$ cat config.mk
export PLATFORM = sky130hd
export DESIGN_NAME = uart_status_reporter
export DESIGN_NICKNAME = d
export VERILOG_FILES = /design/src/rtl/uart_status_reporter.sv
export SDC_FILE = /design/constraint.sdc
export NUM_CORES = 1
export LEC_CHECK = 0
export BUFFER_PORTS_ARGS = -buffer_cell sky130_fd_sc_hd__buf_2
export CAP_MARGIN = 10
export CORE_ASPECT_RATIO = 0.5
export CORE_UTILIZATION = 25
export CTS_CLUSTER_SIZE = 20
export DETAILED_ROUTE_END_ITERATION = 10
export GPL_ROUTABILITY_DRIVEN = 0
export PLACE_DENSITY_LB_ADDON = 0.25
export SYNTH_ARGS = -nofsm -noshare
export SYNTH_HDL_FRONTEND = slang
export SYNTH_SLANG_ARGS = --single-unit
$ cat constraint.sdc
create_clock -name clk -period 5.4 [get_ports clk]
set_clock_uncertainty 0.2 [all_clocks]
set_input_delay 0 -clock clk [delete_from_list [all_inputs] [get_ports clk]]
set_output_delay 0 -clock clk [all_outputs]
set_load 0.005 [all_outputs]
$ cat src/rtl/uart_status_reporter.sv
`default_nettype none
// ============================================================================
// Module   : uart_status_reporter
// Brief    : Turns control pulses and mode-level changes into short ASCII
//            report messages on a valid/ready UART TX byte interface.
// Revision : 1.0 - initial release
// ============================================================================
module uart_status_reporter #(
    parameter int unsigned P_EOL_LF     = 1,
    parameter int unsigned P_REPORT_ADJ = 1
) (
    input  logic       clk,
    input  logic       rst,
    input  logic       i_mode_sel,
    input  logic       i_fnd_mode,
    input  logic       i_run,
    input  logic       i_stop,
    input  logic       i_clear,
    input  logic       i_sec_plus,
    input  logic       i_min_plus,
    input  logic       i_hour_plus,
    output logic [7:0] o_tx_data,
    output logic       o_tx_valid,
    input  logic       i_tx_ready,
    output logic       o_busy,
    output logic       o_drop
);

    typedef enum logic [0:0] {
        S_IDLE = 1'b0,
        S_SEND = 1'b1
    } state_t;

    localparam logic [2:0] c_LAST_IDX = (P_EOL_LF != 0) ? 3'd4 : 3'd3;
    localparam logic       c_ADJ_EN   = (P_REPORT_ADJ != 0);
    localparam logic [7:0] c_CR       = 8'h0D;
    localparam logic [7:0] c_LF       = 8'h0A;

    state_t      r_state;
    logic        r_mode_prev;
    logic        r_fnd_prev;
    logic [7:0]  r_pend;
    logic [2:0]  r_idx;
    logic [23:0] r_code;
    logic [7:0]  r_tx_data;
    logic        r_tx_valid;
    logic        r_busy;
    logic        r_drop;

    logic [7:0]  w_evt;
    logic [7:0]  w_sel;
    logic [7:0]  w_clr;
    logic [23:0] w_sel_code;
    logic        w_any;
    logic        w_xfer;
    logic [2:0]  w_idx_next;

    // Bit 0 is the highest priority class (MOD), bit 7 the lowest (SEC).
    assign w_evt = {i_sec_plus  & c_ADJ_EN,
                    i_min_plus  & c_ADJ_EN,
                    i_hour_plus & c_ADJ_EN,
                    i_run,
                    i_stop,
                    i_clear,
                    i_fnd_mode ^ r_fnd_prev,
                    i_mode_sel ^ r_mode_prev};

    assign w_sel      = r_pend & (~r_pend + 8'd1);
    assign w_any      = |r_pend;
    assign w_clr      = (r_state == S_IDLE) ? w_sel : 8'h00;
    assign w_xfer     = r_tx_valid & i_tx_ready;
    assign w_idx_next = r_idx + 3'd1;

    always_comb begin
        w_sel_code = 24'h000000;
        case (w_sel)
            8'h01:   w_sel_code = i_mode_sel ? "STW" : "WCH";
            8'h02:   w_sel_code = i_fnd_mode ? "FD1" : "FD0";
            8'h04:   w_sel_code = "CLR";
            8'h08:   w_sel_code = "STP";
            8'h10:   w_sel_code = "RUN";
            8'h20:   w_sel_code = "H+ ";
            8'h40:   w_sel_code = "M+ ";
            8'h80:   w_sel_code = "S+ ";
            default: w_sel_code = 24'h000000;
        endcase
    end

    function automatic logic [7:0] f_byte(input logic [23:0] code, input logic [2:0] idx);
        case (idx)
            3'd0:    f_byte = code[23:16];
            3'd1:    f_byte = code[15:8];
            3'd2:    f_byte = code[7:0];
            3'd3:    f_byte = c_CR;
            default: f_byte = c_LF;
        endcase
    endfunction

    always_ff @(posedge clk) begin
        if (rst) begin
            r_state     <= S_IDLE;
            r_mode_prev <= i_mode_sel;
            r_fnd_prev  <= i_fnd_mode;
            r_pend      <= 8'h00;
            r_idx       <= 3'd0;
            r_code      <= 24'h000000;
            r_tx_data   <= 8'h00;
            r_tx_valid  <= 1'b0;
            r_busy      <= 1'b0;
            r_drop      <= 1'b0;
        end else begin
            r_mode_prev <= i_mode_sel;
            r_fnd_prev  <= i_fnd_mode;
            // An event on a class being selected this cycle re-arms it silently.
            r_pend      <= (r_pend & ~w_clr) | w_evt;
            r_drop      <= |(w_evt & r_pend & ~w_clr);

            case (r_state)
                S_IDLE: begin
                    if (w_any) begin
                        r_code     <= w_sel_code;
                        r_idx      <= 3'd0;
                        r_tx_data  <= w_sel_code[23:16];
                        r_tx_valid <= 1'b1;
                        r_busy     <= 1'b1;
                        r_state    <= S_SEND;
                    end
                end
                S_SEND: begin
                    if (w_xfer) begin
                        if (r_idx == c_LAST_IDX) begin
                            r_idx      <= 3'd0;
                            r_tx_valid <= 1'b0;
                            r_busy     <= 1'b0;
                            r_state    <= S_IDLE;
                        end else begin
                            r_idx     <= w_idx_next;
                            r_tx_data <= f_byte(r_code, w_idx_next);
                        end
                    end
                end
                default: r_state <= S_IDLE;
            endcase
        end
    end

    assign o_tx_data  = r_tx_data;
    assign o_tx_valid = r_tx_valid;
    assign o_busy     = r_busy;
    assign o_drop     = r_drop;

endmodule
`default_nettype wire

==> flow_summary.toml <==
[run_status]
status = "finished clean"

[worst_setup_path]
endpoint_kind = "flip-flop"
r2r_start = "r_idx[0]$_SDFFE_PP0P_"
required_ns = 5.41
r2r_cells = 6
worstPathMaxFanout = 10
rr_endpoint = "o_tx_data[1]$_SDFFE_PP0P_"
r2r_slack_ns = 2.94
crit_start = "r_idx[0]$_SDFFE_PP0P_"
crit_family = "compound AO/OA/AOI/OAI gates"
slowest_delay_ns = 0.46
cp_num_buf_inv = 1
path_cells = "inv_1, ha_1, or3_1, o211ai_1, o221ai_1, a21oi_1"
worstSetupEndpoint = "o_tx_data[1]$_SDFFE_PP0P_"
cp.depth = 6
worstPathArrival_ns = 2.47
cpMaxStageDelayCell = "o211ai_1"
cp-start-kind = "flip-flop"
worstSetupPathType = "reg2reg"

[synthesis]
ys_seq_elements = 43
synthFlopType = "dfxtp_1"
synthMuxAreaShare = 0
synthAdderAreaFrac = 0.0304
synth_fp_nets = 255
synth_area_um2 = 2060
synth_top_family_by_area = "compound AO/OA/AOI/OAI gates"
synthCells = 239
synth_edf_count = 0
synth_compound_area_frac = 0.242
yosysTopAreaCell = "dfxtp_1"
yosysWarnings = 0
synth_async_sr_flop_share = 0
yosys.area_share.simple = 0.217
yosys-top-cells-area = "dfxtp_1, a21oi_1, nor2_1"
syn_avg_cell_area_um2 = 8.62
synth.distinct_cells = 52
synth-xor-area-share = 0.0128
synth_top_area_share = 0.418
ys_seq_area_frac = 0.418

[final_layout]
nNetsFinal = 272
final_util = 0.316
final_cell_mix = "dfxtp_1, nor2_1, a21oi_1"
drive_gt1_frac = 0.163
final_area_um2 = 2420
fill_cells = 831
antennaDiodeCount = 0
layout_commonest_cell = "dfxtp_1"
area_growth_pct = 17.6
instances_no_fill = 365

[sta]
max_freq_mhz = 407
worst_pin_slew_ns = 1.03
fin_crit_sh = 0.455
hold_slack_ns = 0.0654
finalSetupViolCount = 0
hold_violations = 0
slew_headroom = 0.315
final_max_slew_viol_count = 0
rsz0062_at_grt = "no"
fin_crit_ns = 2.46
setup_tns_ns = 0

[detailed_routing]
first_pass_iters = 4
drc_errors = 0
via_per_inst = 5.07
wl_um = 5470
detail_route.wl_per_cell_um = 15.0
final_antenna_net_count = 0
drt_iter0_drc = 144
num_vias = 1852

[grt]
use_met1 = 0.210
grt_pass1_wl_um = 9430
grt_busiest_layer = "met1"
grt_usage = 0.143
gr-usage-met3 = 0.0299
grt.overflow.total = 0
use_met2 = 0.199
antenna_found_initial = 0
grt_pass1_vias = 1816
grt_max_degree = 41

[clock_tree]
cts_setup_buffers = 0
postCtsResizedCells = 0
root_buffer = "clkbuf_16"
cts_tree = "built"
numCtsBuffers = 5
clk_pin_slew_ns = 0.06
cts_sinks = 43
htree_levels = 2
clockBufferDepth = 2
insertion_delay_ns = 0.28

[floorplanning]
fp.dieH_um = 66.2
ios = 22
die_w_um = 130
rows = 22
dieArea_um2 = 8630
start_util = 0.269
core_area_um2 = 7650

[place]
dp_hpwl_um = 3670
port_buffers = 20
placed_cell_area_um2 = 2160
place_inst = 348

[pwr]
ir_drop_mv = 0.141
total_leakage_power_nw = 0.902
power-per-cell-area_nw_per_um2 = 345

[run]
cap_violations = 0

[worst_hold_path]
holdCritStartpoint = "rst"
min_path_type = "in2reg"
## worst min-delay path by stage
stage / depth (start not counted) / slack [ns] / endpoint
2_1_floorplan: 0 / -0.17 / r_fnd_prev$_DFF_P_
3_3_place_gp: 1 / -0.04 / r_fnd_prev$_DFF_P_
3_5_place_dp: 1 / -0.04 / r_fnd_prev$_DFF_P_
4_1_cts: 2 / 0.07 / r_code[22]$_SDFFE_PP0P_
5_1_grt: 2 / 0.11 / r_code[4]$_SDFFE_PP0P_
6_report: 2 / 0.07 / r_code[22]$_SDFFE_PP0P_
## area by class of cell
class,instances,area (um^2),share of cell area
clock buffer,6,139,0.0574
clock inverter,2,35.0,0.0145
timing repair buffer,29,190,0.0786
tap,108,135,0.0558
sequential,43,861,0.356
multi-input combinational,171,1040,0.429
inverter,6,22.5,0.00930
## flip-flops by register name, summed over array words and instances (netlist names)
name and flops:
r_state 1, r_pend 8, o_busy 1, r_mode_prev 1, r_idx 3, r_fnd_prev 1, r_code 20, o_tx_data 7
o_drop 1
## cells by family after synthesis
group                      Yosys count
and+or+nand+nor                     88
buffers and inverters               25
other                                1
xor gates and xnor gates             3
DFF                                 43
AOI/OAI and AO/OA                   74
adders and majority gates            5
## Yosys cell counts, drive strengths merged, types with 5 or more instances
master,number
a211oi,5
a21oi,28
a31oi,5
buf,9
clkbuf,9
dfxtp,43
ha,5
inv,6
nand2,15
nand3,9
nor2,29
nor3,12
o21ai,7
## layer usage
| layer | part of all wire | vias to the layer above | wire [um] |
|---|---|---|---|
| met3 | 0.053 | 8 | 291 |
| li1 | - | 900 | - |
| met5 | 0 | - | 0 |
| met2 | 0.40 | 70 | 2180 |
| met4 | 0.017 | 0 | 95 |
| met1 | 0.53 | 874 | 2900 |
## through the flow
step | worst slack [ns] | total power (W)
final | 2.94 | 0.000835
after global routing | 2.76 | 0.000878
after detailed placement | 2.94 | 0.000482
after CTS | 2.94 | 0.000842
after global placement | 2.96 | 0.000481
after floorplan | 3.35 | 0.000454
## repair_timing
item,4_1_cts,5_1_grt
hold buffers,9,0
setup endpoints to repair,0,0
endpoints found under the hold margin,14,0
## where the power goes
part	internal [W]	leakage [nW]	switching, W	total, W
sequential	0.000343	0.356	0.0000273	0.000370
clock	0.000230	0.0868	0.000123	0.000353
combinational	0.0000492	0.459	0.0000626	0.000112
Power figures use the tool's default switching activity.
